--- src/rtl/bus_pkg.sv ---
// Shared types and default geometry for the bus cycle controller.
package bus_pkg;

  localparam int DEF_ADDR_W   = 20;
  localparam int DEF_DATA_W   = 8;
  localparam int DEF_WAIT_MAX = 15;

  typedef enum logic [2:0] {
    S_IDLE,
    S_T1,
    S_T2,
    S_T3,
    S_TW,
    S_T4
  } bus_state_e;

endpackage

--- src/rtl/rr_arbiter2.sv ---
// Two-way round-robin pick, purely combinational; last=1 means DMA won last.
// On a tie the requester that did not win last time is chosen.
module rr_arbiter2 (
  input  logic [1:0] req,
  input  logic       last,
  output logic [1:0] win
);

  always_comb begin
    win = req;
    if (req == 2'b11) begin
      win = last ? 2'b01 : 2'b10;
    end
  end

endmodule

--- src/rtl/bus_cycle_ctrl.sv ---
// Two-master T1/T2/T3/TW/T4 bus cycle engine; done lands in T4, 3 cycles after T1 plus one per wait state.
// Slave backpressure is READY (wait states, bounded by WAIT_MAX); requesters hold req until done.
module bus_cycle_ctrl
  import bus_pkg::*;
#(
  parameter int ADDR_W   = DEF_ADDR_W,
  parameter int DATA_W   = DEF_DATA_W,
  parameter int WAIT_MAX = DEF_WAIT_MAX
) (
  input  logic                   clk,
  input  logic                   rst,
  input  logic [1:0]             req,
  input  logic [1:0]             req_we,
  input  logic [1:0][ADDR_W-1:0] req_addr,
  input  logic [1:0][DATA_W-1:0] req_wdata,
  output logic [1:0]             gnt,
  output logic [1:0]             done,
  output logic                   err,
  output logic [DATA_W-1:0]      rdata,
  output logic [ADDR_W-1:0]      Address,
  output logic                   CS,
  output logic                   ALE,
  output logic                   RD,
  output logic                   WR,
  output logic [DATA_W-1:0]      Dout,
  input  logic [DATA_W-1:0]      Din,
  input  logic                   READY
);

  localparam int CNT_W = (WAIT_MAX < 1) ? 1 : $clog2(WAIT_MAX + 1);
  localparam logic [CNT_W-1:0] CNT_MAX = CNT_W'(WAIT_MAX);

  bus_state_e        state_q, state_d;
  logic [1:0]        owner_q, owner_d;
  logic              last_q, last_d;
  logic              we_q, we_d;
  logic [ADDR_W-1:0] addr_q, addr_d;
  logic [DATA_W-1:0] wdata_q, wdata_d;
  logic [CNT_W-1:0]  cnt_q, cnt_d;
  logic              tmo_q, tmo_d;
  logic [DATA_W-1:0] rdata_q, rdata_d;

  logic [1:0] win;
  logic       sel;
  logic       strobe;

  rr_arbiter2 u_arb (
    .req  (req),
    .last (last_q),
    .win  (win)
  );

  assign sel = win[1];

  always_comb begin
    state_d = state_q;
    owner_d = owner_q;
    last_d  = last_q;
    we_d    = we_q;
    addr_d  = addr_q;
    wdata_d = wdata_q;
    cnt_d   = cnt_q;
    tmo_d   = tmo_q;
    rdata_d = rdata_q;

    unique case (state_q)
      S_IDLE: begin
        if (|req) begin
          state_d = S_T1;
          owner_d = win;
          last_d  = sel;
          we_d    = req_we[sel];
          addr_d  = req_addr[sel];
          wdata_d = req_wdata[sel];
          cnt_d   = '0;
          tmo_d   = 1'b0;
        end else begin
          state_d = S_IDLE;
        end
      end
      S_T1: state_d = S_T2;
      S_T2: state_d = S_T3;
      S_T3: begin
        if (READY) begin
          state_d = S_T4;
          if (!we_q) rdata_d = Din;
        end else begin
          state_d = S_TW;
          cnt_d   = CNT_W'(1);
        end
      end
      S_TW: begin
        if (READY) begin
          state_d = S_T4;
          if (!we_q) rdata_d = Din;
        end else if (cnt_q >= CNT_MAX) begin
          // slave never answered: close the cycle and flag it
          state_d = S_T4;
          tmo_d   = 1'b1;
          rdata_d = '0;
        end else begin
          state_d = S_TW;
          cnt_d   = cnt_q + CNT_W'(1);
        end
      end
      S_T4: begin
        if (|req) begin
          state_d = S_T1;
          owner_d = win;
          last_d  = sel;
          we_d    = req_we[sel];
          addr_d  = req_addr[sel];
          wdata_d = req_wdata[sel];
          cnt_d   = '0;
          tmo_d   = 1'b0;
        end else begin
          state_d = S_IDLE;
        end
      end
      default: state_d = S_IDLE;
    endcase
  end

  always_ff @(posedge clk) begin
    if (rst) begin
      state_q <= S_IDLE;
      owner_q <= 2'b00;
      last_q  <= 1'b1;
      we_q    <= 1'b0;
      addr_q  <= '0;
      wdata_q <= '0;
      cnt_q   <= '0;
      tmo_q   <= 1'b0;
      rdata_q <= '0;
    end else begin
      state_q <= state_d;
      owner_q <= owner_d;
      last_q  <= last_d;
      we_q    <= we_d;
      addr_q  <= addr_d;
      wdata_q <= wdata_d;
      cnt_q   <= cnt_d;
      tmo_q   <= tmo_d;
      rdata_q <= rdata_d;
    end
  end

  assign strobe  = (state_q == S_T2) || (state_q == S_T3) || (state_q == S_TW);
  assign gnt     = (state_q == S_IDLE) ? 2'b00 : owner_q;
  assign done    = (state_q == S_T4) ? owner_q : 2'b00;
  assign err     = (state_q == S_T4) && tmo_q;
  assign rdata   = rdata_q;
  assign Address = addr_q;
  assign Dout    = wdata_q;
  assign CS      = (state_q != S_IDLE);
  assign ALE     = (state_q == S_T1);
  assign RD      = !(strobe && !we_q);
  assign WR      = !(strobe && we_q);

endmodule

--- config.mk ---
export PLATFORM = sky130hd
export DESIGN_NAME = bus_cycle_ctrl
export DESIGN_NICKNAME = d
export VERILOG_FILES = /design/src/rtl/bus_pkg.sv /design/src/rtl/rr_arbiter2.sv /design/src/rtl/bus_cycle_ctrl.sv
export SDC_FILE = /design/constraint.sdc
export NUM_CORES = 1
export LEC_CHECK = 0
export CAP_MARGIN = 20
export CORE_ASPECT_RATIO = 0.6
export CORE_MARGIN = 2
export CORE_UTILIZATION = 30
export CTS_BUF_LIST = sky130_fd_sc_hd__clkbuf_4
export CTS_CLUSTER_SIZE = 16
export DETAILED_ROUTE_END_ITERATION = 16
export SYNTH_ARGS = -nofsm -noshare
export SYNTH_HDL_FRONTEND = slang
export SYNTH_HIERARCHICAL = 1
export SYNTH_SLANG_ARGS = --single-unit
--- constraint.sdc ---
create_clock -name clk -period 2.8 [get_ports clk]
set_clock_uncertainty 0.2 [all_clocks]
set_input_delay 0.42 -clock clk [delete_from_list [all_inputs] [get_ports clk]]
set_output_delay 0.42 -clock clk [all_outputs]
set_load 0.01 [all_outputs]
==> summary.txt, run 1 <==
Drt
  • Post-DR vias/cell: 4.80
  • DRC Markers: 0
  • Mean routed wirelength per cell: 14.1 um
  • Drt pass-1 iters: 4
  • Routed Antenna Nets: 0
  • Iter 0 DRT Violations: 74
  • WL final: 6040 um
  • Via count: 2063

Synth
  • Register area share after synthesis: 0.433
  • XOR/XNOR share of the synthesized area: 0.00789
  • Netlist cell types: 39
  • Post-synthesis simple-gate area fraction: 0.157
  • Main synth FF type: dfxtp_1
  • Post-Syn Area: 2220 um2
  • Fraction of registers with async set/reset: 0
  • Mux contribution to synthesized area: 0.131
  • Synth Register Bits: 48
  • Synth warnings: 6
  • Syn_area_per_cell: 9.66 um2
  • Post-synthesis adder-cell area fraction: 0.00563
  • Complex-gate fraction of the synthesized area: 0.220
  • Syn Nets: 302
  • Mapped Cells: 230
  • Largest family of logic cells by synthesized area: compound AO/OA/AOI/OAI gates
  • Number of enable flip-flop cells after synthesis: 0

CTS
  • # H-tree levels: 2
  • Skew-Pair Late Insertion Delay: 0.37 ns
  • Post-CTS Setup Inserts: 0
  • Clock Tree Root: clkbuf_4
  • CTS resizes: 0
  • TritonCTS clock tree: built
  • Clock sink total: 48
  • Num CTS Buffers: 5
  • Deepest clock path buffer count: 2
  • Hold Buf Count CTS: 0
  • CTS clk-pin slew, worst paths: 0.13 ns

GRT
  • First-pass GRT wire length: 9940 um
  • Gr ovfl total: 0
  • GRT Total Usage: 0.156
  • Largest net degree at the start of global routing: 39
  • Vias in the first global route: between 2000 and 2500
  • Antenna violations before repair: 0

Finish
  • Final-layout fill cell count: 701
  • Nets: 412
  • Area grow syn2layout: 59.0%
  • Diode count: 0
  • Layout cell share with drive strength beyond 1: 0.0708
  • Design Area, Final: around 3500 um2

Hold path
  • WHS Path Cells: 2
  • Worst hold path class: reg2reg

Power
  • Leak: roughly 1.4 nW
  • VDD IR-drop max: ~320 uV
  • Psw: 1.10 mW
  • Clock power share: 0.133
  • Pwr Density: 845 nW/um2
  • Part of the power in registers: 0.370
  • Combinational power share: 0.498
  • Internal Dissipation: roughly 1.9 mW
  • Switch share: 0.368

Setup path
  • Reg2reg end: Address[11]
  • Startpoint types: flip-flop
  • Data required, critical path: 2.18 ns
  • Crit Path Class: reg2out
  • Worst R2R Start: state_q[0]
  • R2R depth: 6
  • Worst Path Max Fanout: 10
  • CP Cell Sequence: nor2b_1 -> and3_1 -> clkdlybuf4s50_1
  • R2r setup slk: approximately 0.7 ns
  • Worst Setup End Kind: output pin
  • CP max-delay cell: dfxtp_1
  • Worst EP arrival: 2.00 ns
  • Crit path from: state_q[2]
  • Slowest stage delay, CP: 0.60 ns
  • Worst Setup EP: done[1]

Placed design
  • Post-DP HPWL: 4520 um
  • DP Area: 3460 um2
  • Pre-CTS setup slack: 0.464 ns
  • RD Place Congestion: about 0.76
  • Count of input and output buffers: 115

Floorplan
  • Initial Util: 0.308
  • DIE AREA: roughly 8100 um2
  • I/O pin count: approximately 120
  • Core area: 7210 um2
  • Cell row count: 24
  • Die span in x: 115 um
  • Chip height: slightly above 70 um

Timing
  • Unrepaired setup endpoints after global routing: false
  • Slew HR: 0.657
  • Fmax: 382 MHz
  • Final Critical Period: about 2.6 ns
  • Slew Viols, Final: 0
  • PnR worst setup slack: 0.184 ns
  • Setup TNS: 0 ns
  • Worst-Margin Slew: ~0.51 ns
  • Min Hold Slack: ~0.27 ns
  • Final setup fails: 0
  • Fin crit share: 0.934
  • Hold Violations, Final: 0

Flow run
  • Max-cap viol count: 0

Outcome
  • Status: finished, final reports clean
==> synth_stat cells (all sizes together), types with 2 or more instances <==
| master | n | area share |
|---|---|---|
| a311oi | 2 | 0.0079 |
| a21oi | 11 | 0.028 |
| a211oi | 32 | 0.11 |
| dfxtp | 48 | 0.43 |
| and3 | 4 | 0.011 |
| buf | 9 | 0.026 |
| mux2i | 29 | 0.13 |
| nor2b | 2 | 0.0090 |
| nor3b | 2 | 0.012 |
| o21ai | 3 | 0.0085 |
| inv | 3 | 0.0051 |
| a21boi | 3 | 0.010 |
| nor2 | 36 | 0.061 |
| a22o | 9 | 0.039 |
| nor3 | 4 | 0.011 |
| and2 | 2 | 0.0056 |
| nand2 | 9 | 0.015 |
| clkbuf | 9 | 0.015 |
==> per-stage QoR <==
step	cells	power, mW	util
2_1_floorplan	230	1.89	-
3_3_place_gp	424	2.60	0.481
3_5_place_dp	424	2.62	0.481
4_1_cts	430	3.03	0.490
5_1_grt	430	3.24	0.490
6_report	430	2.98	0.490
==> kinds of logic (layout without fill, tap and decap cells) <==
logic type	count (synthesis)	after routing
xor gates and xnor gates	2	2
DFF	48	48
adders and majority gates	1	1
muxes	29	29
and+or+nand+nor	65	65
AOI/OAI and AO/OA	64	64
buffers and inverters	21	130
==> how the worst min path moves through the flow <==
stage,endpoint,from,slack [ns]
after global routing,state_q[2],rst,0.27
after detailed placement,rdata[0],rdata[0],0.26
final,owner_q[0],owner_q[0],0.27
after global placement,rdata[1],rdata[1],0.26
after floorplan,owner_q[0],owner_q[0],0.24
after CTS,state_q[2],rst,0.28
==> final cells by class <==
type	count	area [um2]	share of cell area
Clock buffer	5	37.5	0.0106
Timing Repair Buffer	121	1200	0.341
Tap cell	91	114	0.0322
Inverter	3	11.3	0.00319
Multi-Input combinational cell	161	1170	0.333
Sequential cell	48	961	0.272
Clock inverter	1	30.0	0.00850
==> per-layer routing <==
layer / GRT usage / wire length, um
met5: 0 / 0
met4: 0.0361 / 52
met3: 0.0865 / 786
met2: 0.221 / 2290
met1: 0.206 / 2920
==> cells in the final DEF, fill, tap and decap left out, types with 2 or more instances in the layout <==
master and instances:
clkbuf_4 5, a311oi_1 2, a21oi_1 9, nand2_1 9
a22o_1 8, and3_1 4, dfxtp_1 48, nor3_1 3
buf_4 5, clkdlybuf4s50_1 114, nor2_1 36, inv_1 3
mux2i_1 29, o21ai_0 2, and2_1 2, a21oi_2 2
a211oi_1 32
==> worst max-delay path: cells and delay by family (launching register included) <==
| family | cells | cell delay (ns) |
|---|---|---|
| flops | 1 | 0.60 |
| buf+inv | 1 | 0.54 |
| simple gates | 2 | 0.49 |
==> sequential cells by signal, summed over array words and instances, names as in the netlist <==
register and cells:
Address 20, Dout 8, rdata 8, cnt_q 4, state_q 3, owner_q 2
last_q 1, tmo_q 1, we_q 1
==> power groups by stage <==
stage | logic, mW | clock network, mW | registers, mW
after floorplan | 0.725 | 0 | 1.16
after global placement | 1.49 | 0 | 1.11
after detailed placement | 1.50 | 0 | 1.12
after CTS | 1.51 | 0.414 | 1.11
after global routing | 1.64 | 0.454 | 1.14
final | 1.48 | 0.396 | 1.10
Note: power is estimated with default switching activity, not from simulation.
==> inputs of run 2 (changes only) <==
Settings changed: GPL_TIMING_DRIVEN set to 0, SETUP_SLACK_MARGIN set to 0.02.
==> summary.txt, run 2 (synthesis gave the netlist of run 1 again) <==
Setup path
  • Crit Path Class: reg2out
  • CP max-delay cell: clkdlybuf4s50_1
  • Cell family with most CP delay: buffers and inverters
  • Worst Path Max Fanout: 10 (unchanged)
  • CP Cell Sequence: buf_6 -> nor3b_4 -> o21ai_0 -> clkdlybuf4s50_1
  • Worst Setup End Kind: output pin
  • Startpoint types: flip-flop
  • Worst Path Buf+Inv: 2 (+1)
  • Worst EP arrival: 1.91 ns (-0.09 ns)
  • Slowest stage delay, CP: 0.50 ns (-0.10 ns)
  • Data required, critical path: 2.18 ns (about the same)

Power
  • Pwr Density: 833 nW/um2 (-1.4%)
  • Total power: 2.95 mW (-1.3%)
  • VDD IR-drop max: 290 uV (-9.1%)
  • Leak: 1.36 nW (+0.27%)

Drt
  • Post-DR vias/cell: 4.78 (-0.30%)
  • Via count: 2119 (+2.7%)
  • Drt pass-1 iters: 4 (unchanged)
  • Iter 0 DRT Violations: 99 (+34%)
  • WL final: 6320 um (+4.5%)
  • Mean routed wirelength per cell: 14.3 um (+1.5%)
  • Routed Antenna Nets: 0 (unchanged)
  • DRC Markers: 0 (unchanged)

Floorplan
  • I/O pin count: 116 (unchanged)
  • Core area: 7210 um2 (unchanged)
  • Die span in x: 115 um (unchanged)
  • Chip height: 70.6 um (unchanged)
  • DIE AREA: 8130 um2 (unchanged)
  • Cell row count: 24 (unchanged)
  • Initial Util: 0.308 (unchanged)

CTS
  • # H-tree levels: 2 (unchanged)
  • Clock Tree Root: clkbuf_4
  • TritonCTS clock tree: built
  • Deepest clock path buffer count: 2 (unchanged)
  • Num CTS Buffers: 5 (unchanged)
  • CTS clk-pin slew, worst paths: 0.14 ns (about the same)
  • Post-CTS Setup Inserts: 0 (unchanged)
  • Clock sink total: 48 (unchanged)
  • Skew-Pair Late Insertion Delay: 0.35 ns (-0.02 ns)
  • CTS resizes: 0 (unchanged)
  • Hold Buf Count CTS: 0 (unchanged)

Timing
  • Hold Violations, Final: 0 (unchanged)
  • Fmax: 396 MHz (+3.5%)
  • Slew Viols, Final: 0 (unchanged)
  • Fin crit share: 0.902 (-0.0320)
  • Final Critical Period: 2.53 ns (-0.0896 ns)
  • Worst-Margin Slew: 0.506 ns (-0.00741 ns)
  • Slew HR: 0.663 (+0.00541)
  • Setup TNS: 0 ns (unchanged)
  • Final setup fails: 0 (unchanged)
  • Unrepaired setup endpoints after global routing: false

Placed design
  • RD Place Congestion: 0.741 (-2.9%)
  • Count of input and output buffers: 114 (-0.87%)
  • DP Area: 3480 um2 (+0.33%)
  • Post-DP HPWL: 4870 um (+7.7%)

Finish
  • Final Util: 0.490 (about the same)
  • Most common cell after layout, fill and taps aside: clkdlybuf4s50_1
  • Area grow syn2layout: 59.2% (about the same)
  • Diode count: 0 (unchanged)
  • Max FFs per register: 20 (unchanged)
  • Design Area, Final: 3530 um2 (about the same)
  • Commonest cells after routing, fill and taps aside: clkdlybuf4s50_1 (114), dfxtp_1 (47), nor2_1 (36)
  • Nets: 423 (+2.7%)
  • Layout cell share with drive strength beyond 1: 0.0795 (+0.00875)

GRT
  • First-pass GRT wire length: 10200 um (+2.2%)
  • Gr ovfl total: 0 (unchanged)
  • Antenna violations before repair: 0 (unchanged)
  • Vias in the first global route: 2116 (+5.2%)
  • Largest net degree at the start of global routing: 15 (-62%)
  • GRT Total Usage: 0.159 (+0.00353)

Flow run
  • Max-cap viol count: 0 (unchanged)

Outcome
  • Status: finished, final reports clean

Hold path
  • Worst hold path class: reg2reg
==> run 2: layout make-up <==
class                           count  area [um2]
Clock buffer                        6        45.0
Timing Repair Buffer              114        1140
Tap cell                           91         114
Fill cell                         701        3670
Inverter                            3        11.3
Multi-Input combinational cell    161        1160
Clock inverter                      2        11.3
Sequential cell                    48         962
Buffer                             18        92.6
==> run 2: power by group <==
group	total (mW)	switching, mW	internal [mW]
Clock	0.326	0.220	0.106
Combinational	1.55	0.757	0.793
Sequential	1.07	0.148	0.922
Total	2.95	1.12	1.82
==> run 2: worst paths after layout <==
path	from	to	slack, ns	cells past startpoint
worst max-delay path	state_q[2]	WR	0.27	4
worst min-delay path	owner_q[0]	owner_q[0]	0.28	2
worst max register to register	state_q[2]	rdata[2]	0.92	5
worst min register to register	owner_q[0]	owner_q[0]	0.28	2
==> run 2: layer usage <==
| metal | global-route usage | wire [um] |
|---|---|---|
| met1 | 0.213 | 3000 |
| met2 | 0.241 | 2550 |
| met3 | 0.0686 | 750 |
| met4 | 0.0321 | 26 |
| met5 | 0 | 0 |
==> run 2: metrics by stage <==
stage / setup slack (ns) / instances / hold slack [ns]
finish: 0.273 / 443 / 0.281
global route: 0.0953 / 443 / 0.319
CTS: 0.0257 / 443 / 0.280
detailed placement: 0.392 / 435 / 0.254
global placement: 0.369 / 435 / 0.257
floorplan: 1.10 / 230 / 0.240
==> run 2: worst min-delay path, delay by kind of cell (launching register included) <==
family	cells	cell delay, ns
DFF	1	0.34
AOI/OAI and AO/OA	1	0.05
and+or+nand+nor	1	0.05
